### config.mk
export PLATFORM = sky130hd
export DESIGN_NAME = fft_stage_sequencer
export DESIGN_NICKNAME = d
export VERILOG_FILES = /design/src/rtl/fft_pkg.sv /design/src/rtl/fft_bf_addr_gen.sv /design/src/rtl/fft_stage_sequencer.sv
export SDC_FILE = /design/constraint.sdc
export NUM_CORES = 1
export LEC_CHECK = 0
export ABC_AREA = 0
export BUFFER_PORTS_ARGS = -buffer_cell sky130_fd_sc_hd__buf_4
export CORE_MARGIN = 8
export CORE_UTILIZATION = 59
export CTS_BUF_LIST = sky130_fd_sc_hd__clkbuf_4 sky130_fd_sc_hd__clkbuf_8 sky130_fd_sc_hd__clkbuf_16
export DETAILED_ROUTE_END_ITERATION = 10
export PLACE_DENSITY = 0.8
export RECOVER_POWER = 25
export SLEW_MARGIN = 0
export SYNTH_ARGS = -nofsm -noshare
export SYNTH_HDL_FRONTEND = slang
export SYNTH_SLANG_ARGS = --single-unit
### constraint.sdc
create_clock -name clk -period 4.9 [get_ports clk]
set_input_delay 1.47 -clock clk [delete_from_list [all_inputs] [get_ports clk]]
set_output_delay 1.47 -clock clk [all_outputs]
set_load 0.01 [all_outputs]
### src/rtl/fft_pkg.sv
`default_nettype none
// ============================================================================
// Module   : fft_pkg
// Brief    : Shared types and sizing for the radix-2 FFT stage sequencer.
// Revision : 1.0 - initial release
// ============================================================================
package fft_pkg;

  typedef enum logic [1:0] {
    SEQ_IDLE  = 2'd0,
    SEQ_ISSUE = 2'd1,
    SEQ_DRAIN = 2'd2,
    SEQ_DONE  = 2'd3
  } seq_state_t;

  localparam int FFT_N_LOG2 = 6;
  localparam int FFT_N      = 1 << FFT_N_LOG2;

endpackage
`default_nettype wire

### src/rtl/fft_bf_addr_gen.sv
`default_nettype none
// ============================================================================
// Module   : fft_bf_addr_gen
// Brief    : Combinational (stage, k) -> operand address pair and twiddle index.
// Revision : 1.0 - initial release
// ============================================================================
module fft_bf_addr_gen
  import fft_pkg::*;
#(
  parameter int N_LOG2 = FFT_N_LOG2
) (
  input  logic [2:0]        i_stage,
  input  logic [N_LOG2-2:0] i_k,
  output logic [N_LOG2-1:0] o_addr_a,
  output logic [N_LOG2-1:0] o_addr_b,
  output logic [N_LOG2-2:0] o_tw_idx
);

  logic [N_LOG2-1:0] w_k_ext;
  logic [N_LOG2-1:0] w_half;
  logic [N_LOG2-1:0] w_pos;
  logic [N_LOG2-1:0] w_grp;
  logic [N_LOG2-1:0] w_addr_a;

  assign w_k_ext  = {1'b0, i_k};
  assign w_half   = N_LOG2'(1) << i_stage;
  assign w_pos    = w_k_ext & (w_half - N_LOG2'(1));
  assign w_grp    = w_k_ext >> i_stage;
  assign w_addr_a = (w_grp << (i_stage + 3'd1)) | w_pos;

  assign o_addr_a = w_addr_a;
  assign o_addr_b = w_addr_a | w_half;
  // pos < 2^stage, so the shifted value always fits the narrower twiddle port
  assign o_tw_idx = w_pos[N_LOG2-2:0] << (3'(N_LOG2 - 1) - i_stage);

endmodule
`default_nettype wire

### src/rtl/fft_stage_sequencer.sv
`default_nettype none
// ============================================================================
// Module   : fft_stage_sequencer
// Brief    : Stage-by-stage butterfly request scheduler for an in-place radix-2 DIT FFT.
// Revision : 1.0 - initial release
// ============================================================================
module fft_stage_sequencer
  import fft_pkg::*;
#(
  parameter int N_LOG2 = FFT_N_LOG2
) (
  input  logic              clk,
  input  logic              rstb,
  input  logic              start,
  input  logic              abort,
  output logic              bf_valid,
  input  logic              bf_ready,
  output logic [N_LOG2-1:0] addr_a,
  output logic [N_LOG2-1:0] addr_b,
  output logic [N_LOG2-2:0] tw_idx,
  output logic [2:0]        stage,
  input  logic              wb_valid,
  output logic              busy,
  output logic              done,
  output logic              err_wb
);

  localparam logic [2:0]        c_last_stage = 3'(N_LOG2 - 1);
  localparam logic [N_LOG2-2:0] c_last_k     = '1;
  localparam logic [N_LOG2-2:0] c_k_one      = (N_LOG2-1)'(1);
  localparam logic [N_LOG2:0]   c_out_one    = (N_LOG2+1)'(1);

  seq_state_t        r_state;
  logic [N_LOG2-2:0] r_k;
  logic [2:0]        r_stage;
  logic [N_LOG2:0]   r_out;
  logic              r_bf_valid;
  logic [N_LOG2-1:0] r_addr_a;
  logic [N_LOG2-1:0] r_addr_b;
  logic [N_LOG2-2:0] r_tw;
  logic              r_busy;
  logic              r_done;
  logic              r_err;
  logic              r_drop;

  logic              w_accept;
  logic [N_LOG2-2:0] w_k_nxt;
  logic [2:0]        w_stage_nxt;
  logic [N_LOG2-1:0] w_addr_a;
  logic [N_LOG2-1:0] w_addr_b;
  logic [N_LOG2-2:0] w_tw;

  // bf_valid is only ever high in ISSUE, so this is the acceptance strobe
  assign w_accept = r_bf_valid & bf_ready;

  // Next (stage, k) so that address outputs can be registered alongside the FSM
  always_comb begin
    w_k_nxt     = r_k;
    w_stage_nxt = r_stage;
    case (r_state)
      SEQ_IDLE: begin
        if (start) begin
          w_k_nxt     = '0;
          w_stage_nxt = '0;
        end
      end
      SEQ_ISSUE: begin
        if (w_accept) w_k_nxt = r_k + c_k_one;
      end
      SEQ_DRAIN: begin
        if (r_out == '0 && r_stage != c_last_stage) begin
          w_stage_nxt = r_stage + 3'd1;
          w_k_nxt     = '0;
        end
      end
      default: ;
    endcase
    if (abort) begin
      w_k_nxt     = '0;
      w_stage_nxt = '0;
    end
  end

  fft_bf_addr_gen #(
    .N_LOG2 (N_LOG2)
  ) u_addr_gen (
    .i_stage  (w_stage_nxt),
    .i_k      (w_k_nxt),
    .o_addr_a (w_addr_a),
    .o_addr_b (w_addr_b),
    .o_tw_idx (w_tw)
  );

  always_ff @(negedge clk or negedge rstb) begin
    if (!rstb) begin
      r_state    <= SEQ_IDLE;
      r_k        <= '0;
      r_stage    <= '0;
      r_out      <= '0;
      r_bf_valid <= 1'b0;
      r_addr_a   <= '0;
      r_addr_b   <= '0;
      r_tw       <= '0;
      r_busy     <= 1'b0;
      r_done     <= 1'b0;
      r_err      <= 1'b0;
      r_drop     <= 1'b0;
    end else begin
      r_done  <= 1'b0;
      r_k     <= w_k_nxt;
      r_stage <= w_stage_nxt;
      if (abort) begin
        r_state    <= SEQ_IDLE;
        r_bf_valid <= 1'b0;
        r_busy     <= 1'b0;
        r_out      <= '0;
        r_addr_a   <= '0;
        r_addr_b   <= '0;
        r_tw       <= '0;
        // stray write-backs from the cancelled transform must not flag an error
        r_drop     <= 1'b1;
      end else begin
        if (w_accept && !wb_valid) begin
          r_out <= r_out + c_out_one;
        end else if (!w_accept && wb_valid) begin
          if (r_out != '0) r_out <= r_out - c_out_one;
          else if (!r_drop) r_err <= 1'b1;
        end

        case (r_state)
          SEQ_IDLE: begin
            if (start) begin
              r_state    <= SEQ_ISSUE;
              r_bf_valid <= 1'b1;
              r_busy     <= 1'b1;
              r_err      <= 1'b0;
              r_drop     <= 1'b0;
              r_addr_a   <= w_addr_a;
              r_addr_b   <= w_addr_b;
              r_tw       <= w_tw;
            end
          end
          SEQ_ISSUE: begin
            if (w_accept) begin
              if (r_k == c_last_k) begin
                r_state    <= SEQ_DRAIN;
                r_bf_valid <= 1'b0;
              end else begin
                r_addr_a <= w_addr_a;
                r_addr_b <= w_addr_b;
                r_tw     <= w_tw;
              end
            end
          end
          SEQ_DRAIN: begin
            // barrier: the next stage reads what this stage wrote
            if (r_out == '0) begin
              if (r_stage == c_last_stage) begin
                r_state <= SEQ_DONE;
                r_done  <= 1'b1;
                r_busy  <= 1'b0;
              end else begin
                r_state    <= SEQ_ISSUE;
                r_bf_valid <= 1'b1;
                r_addr_a   <= w_addr_a;
                r_addr_b   <= w_addr_b;
                r_tw       <= w_tw;
              end
            end
          end
          SEQ_DONE: begin
            r_state <= SEQ_IDLE;
          end
          default: begin
            r_state <= SEQ_IDLE;
          end
        endcase
      end
    end
  end

  assign bf_valid = r_bf_valid;
  assign addr_a   = r_addr_a;
  assign addr_b   = r_addr_b;
  assign tw_idx   = r_tw;
  assign stage    = r_stage;
  assign busy     = r_busy;
  assign done     = r_done;
  assign err_wb   = r_err;

endmodule
`default_nettype wire

# ---- Word level (Yosys, flattened, before mapping)
# Index checks and enable logic that the tools add are counted.
dict set report classes {
  n_bitwise 4
  reduce_logical 20
  n_shift 4
  eq_ne 13
  muxes 65
  n_addsub 7
}
# operator count
set op_table {}
lappend op_table {{6-bit two-way mux} 12}
lappend op_table {{5-bit two-way mux} 10}
lappend op_table {{6-bit one-hot mux with 3 select lines} 2}
lappend op_table {{5-bit one-hot mux with 3 select lines} 2}
lappend op_table {{7-bit two-way mux} 4}
lappend op_table {{3-bit inequality test (second input constant)} 8}
lappend op_table {{1-bit two-way mux} 22}
lappend op_table {{2-bit two-way mux} 6}
lappend op_table {{6-bit OR} 2}
lappend op_table {{6-bit AND reduction} 2}
lappend op_table {{3-bit two-way mux} 3}
lappend op_table {{3-bit nonzero test} 3}
lappend op_table {{2-bit one-hot mux with 4 select lines} 1}
lappend op_table {{4-bit AND reduction} 2}
lappend op_table {{7-bit by 1-bit adder with 7-bit output (second input constant)} 1}
lappend op_table {{7-bit zero test} 1}
lappend op_table {{7-bit nonzero test} 1}
lappend op_table {{7-bit by 1-bit subtractor with 7-bit output (second input constant)} 1}
lappend op_table {{3-bit by 1-bit adder with 3-bit output (second input constant)} 2}
lappend op_table {{5-bit by 6-bit AND with 6-bit output} 1}
lappend op_table {{3-bit one-hot mux with 2 select lines} 1}
lappend op_table {{1-bit by 3-bit left shift with 6-bit output (first input constant)} 1}
lappend op_table {{6-bit by 3-bit left shift with 6-bit output} 1}
lappend op_table {{5-bit by 3-bit right shift with 6-bit output} 1}
lappend op_table {{17 further kinds} 23}
dict set report totals {
  output_inout_bits 24
  elab_cells 125
  input_bits 6
  register_bits 39
}

# ---- Logic depth before layout (Yosys ltp)
dict set report logic_depth {
  ltp_word 14
  ltp_mapped 18
  mapped_depth_nobuf 17
}

# ---- By module
# A second synthesis with hierarchy kept.
dict set report hier_totals {
  hier_cells 305
  hier_area_um2 2766.4
}
# module cells_each n_inst seq_area_each_um2 area_per_inst_um2
set modules_own_cells {}
lappend modules_own_cells {fft_stage_sequencer 207 1 975.9 2123.3}
lappend modules_own_cells {fft_bf_addr_gen 98 1 0.0 643.1}

==> flow_metrics.py <==
metrics = {
    "grt": {
        "grt_use_total": 0.3034,
        "grt_pass1_wl_um": 17270,
        "antenna_found_initial": 0,
        "grt_pass1_vias": 3362,
        "grt_overflow_total": 0,
        "grt_max_degree": 40,
    },
    "power_and_ir_drop": {
        "power.density_mw_per_mm2": 408.2,
        "leakage_nw": 2.125,
        "pwr-share-clk": 0.144,
        "seqPwrFrac": 0.252,
        "total_power_w": 0.001836,
        "p_sw_frac": 0.4532,
        "vdd_drop_max_mv": 0.4981,
        "internal-power_w": 0.001004,
        "power_switching_w": 0.0008320,
        "combPwrFrac": 0.605,
    },
    "synthesis": {
        "syn_area_per_cell_um2": 8.862,
        "yosysWarnings": 0,
        "syn_area_mm2": 0.002783,
        "yosysMostFrequentCell": "dfrtn_1",
        "synth_edf_count": 0,
        "synth_area_leaders": "dfrtn_1 (35%), ha_1 (8.5%), a21oi_1 (3.6%), o21ai_0 (3.6%), nand2_1 (3.5%)",
        "ys_seq_area_frac": 0.3507,
        "synth_cell_types": 60,
        "yosys-top-cells-count": "dfrtn_1 (39), nand2_1 (26), nor2_1 (24)",
        "synth_top_area_frac": 0.3507,
        "async_reset_ff_frac": 1.000,
        "ys_ff_latch": 39,
        "yosysTopAreaCell": "dfrtn_1",
        "syn_inst": 314,
        "syn-num-nets": 340,
        "synth-main-ff-cell": "dfrtn_1",
    },
    "placed_design": {
        "place.gp.congestion": 1.042,
        "dp_hpwl_um": 6384,
        "portBuffers": 29,
    },
    "setup_path": {
        "arrival_ns": 4.09,
        "required_ns": 2.59,
        "critPathCaptureType": "flip-flop",
        "path_cells": "buf_6 -> mux2i_4 -> o21ai_1 -> o21bai_1 -> nand2b_1 -> inv_2 -> ha_4 -> nand2_2 -> ha_4 -> buf_4 -> xnor2_2 -> nand3_1 -> o21ai_1 -> a222oi_1 -> inv_1",
        "worst_path_max_delay_cell": "a222oi_1",
        "reg2regPathDepth": 16,
        "crit_path_start_kind": "input pin",
        "crit_type": "input pin to flip-flop",
        "critPathMaxFanout": 5,
        "max_stage_delay_ns": 0.35,
    },
    "clock_tree": {
        "root_buffer": "clkbuf_8",
        "clk_latency_ns": 0.32,
        "ctsHoldBuffers": 0,
        "clk_pin_slew_ns": 0.05,
        "cts_buffers": 5,
        "cts_htree_levels": 2,
        "clockBufferDepth": 2,
        "cts.sinks": 39,
        "cts_tree": "built",
    },
    "detailed_routing": {
        "firstDrtPassIters": 7,
        "via_per_inst": 7.814,
        "drtIter0Drc": 673,
        "drc_errors": 0,
        "vias": 3907,
        "postRouteAntennaNets": 0,
        "wl_per_cell_um": 31.43,
        "wirelength_um": 15710,
    },
    "finish": {
        "nets": 471,
        "diodes": 0,
        "area_growth_pct": 61.65,
        "final_layout_size_suffix_gt1_frac": 0.5045,
    },
    "floorplan": {
        "start_util": 0.6011,
        "rows": 25,
        "die_h_um": 84.68,
        "die_w_um": 84.68,
        "dieArea_mm2": 0.007170,
        "pin_count": 30,
        "core_area_mm2": 0.004629,
    },
    "timing": {
        "report.final.hold_viol_count": 0,
        "tightest_slew_ns": 1.039,
        "rsz0062_at_grt": "true",
        "timing.hold.ws_ns": 0.4609,
        "maxSlewHeadroom": 0.3071,
        "slew_violations": 0,
        "layout_setup_ws_ns": -1.499,
        "finalSetupViolCount": 30,
        "finClkSkew_ns": 0.007174,
    },
    "status": {
        "status": "finished with violations",
        "violations": "negative setup slack",
    },
    "min_path": {
        "hold_path.class": "flip-flop to flip-flop",
        "whs_path_depth": 1,
    },
    "flow_run": {
        "drv_cap": 0,
    },
}
## registers in the layout (all words and copies together), names as in the netlist
| register | cells |
|---|---|
| stage | 3 |
| r_state | 2 |
| tw_idx | 5 |
| addr_a | 6 |
| busy | 1 |
| r_out | 7 |
| r_k | 5 |
| r_drop | 1 |
| done | 1 |
| addr_b | 6 |
| err_wb | 1 |
| bf_valid | 1 |
## stage by stage
stage                     setup WS, ns    util  TNS, ns  cell area [µm²]  cells
final                           -1.499  0.9716   -24.49             4498    500
after detailed placement        -1.505  0.8030   -29.54             3717    462
after CTS                       -1.121  0.9138   -17.52             4230    488
after floorplan                 -1.250       -   -18.98             2943    314
after global placement          -1.443  0.8030   -28.31             3717    462
after global routing            -1.561  0.9716   -25.72             4498    500
## worst max-delay path, delay by kind of cell
| kind | cells | cell delay, ns |
|---|---|---|
| adders and majority gates | 2 | 0.39 |
| and+or+nand+nor | 3 | 0.40 |
| buffers and inverters | 4 | 0.56 |
| xor gates and xnor gates | 1 | 0.18 |
| muxes | 1 | 0.23 |
| AOI/OAI and AO/OA | 4 | 0.85 |
## layout by cell type, fill, tap and decap left out, types with 4 or more instances in the layout
cell type / netlist / routed
buf_4: 2 / 109
dfrtn_1: 39 / 39
buf_6: 1 / 24
nor2_1: 24 / 18
nand2_1: 26 / 16
a21oi_1: 20 / 13
inv_1: 16 / 12
nor3_1: 13 / 11
o21ai_1: 1 / 11
ha_1: 19 / 10
ha_4: 0 / 9
nand2b_1: 10 / 8
a21o_1: 8 / 8
nand3_1: 9 / 7
clkbuf_8: 0 / 7
o21ai_2: 0 / 6
a21oi_2: 0 / 6
nand2_4: 0 / 6
o21a_1: 7 / 6
nand4_1: 5 / 5
o21ai_0: 20 / 4
nor4_1: 5 / 4
nand2_2: 0 / 4
mux2i_1: 6 / 4
## routing by layer
layer  vias to the layer above  wire length [µm]  track usage
li1                       1416                 -            -
met1                      1803              4907       0.3388
met2                       496              6944       0.5075
met3                       190              2280      0.06341
met4                         2              1542       0.2071
met5                         -                39            0
## cells by family (layout without fill, tap and decap cells)
kind of cell,after synthesis,after routing,share of synthesized area
AND/OR/NAND/NOR,116,116,0.2136
flip-flops,39,39,0.3507
buffers and inverters,30,162,0.04766
XOR/XNOR,8,8,0.02518
AO/OA/AOI/OAI,94,94,0.2446
adder cells (fa/ha/maj),20,20,0.09263
multiplexers,7,7,0.02563
## worst paths after layout
| path | startpoint | endpoint | slack [ns] |
|---|---|---|---|
| max in group asynchronous | rstb | addr_b[2] | 0.57 |
| max | start | tw_idx[2] | -1.50 |
| min | err_wb | err_wb | 0.46 |
| min in group asynchronous | rstb | r_out[5] | 3.65 |
| min reg2reg | err_wb | err_wb | 0.46 |
| max reg2reg | r_state[0] | tw_idx[2] | 1.07 |
## timing repair
item | in CTS | in global routing
setup buffers | 22 | 16
pin swaps | 33 | 29
resized for setup | 64 | 47
endpoints found under the hold margin | 0 | 0
setup endpoints to repair | 28 | 30
## final cells by class
type                    instances  area, µm²
multi-input cells             245       2136
fillers                        71      131.4
repair buffers                137       1144
inverters                      17      71.32
well taps                      54      67.56
clock buffers                   8      103.9
flip-flops and latches         39      975.9
## power groups by stage
| stage | Clock, W | Sequential, W | Combinational (W) |
|---|---|---|---|
| after detailed placement | 0 | 0.000444 | 0.000799 |
| final | 0.000264 | 0.000462 | 0.00111 |
| after floorplan | 0 | 0.000449 | 0.000480 |
| after CTS | 0.000252 | 0.000438 | 0.000926 |
| after global placement | 0 | 0.000441 | 0.000767 |
| after global routing | 0.000270 | 0.000461 | 0.00116 |
No activity file was read; power rests on OpenSTA's default activity.
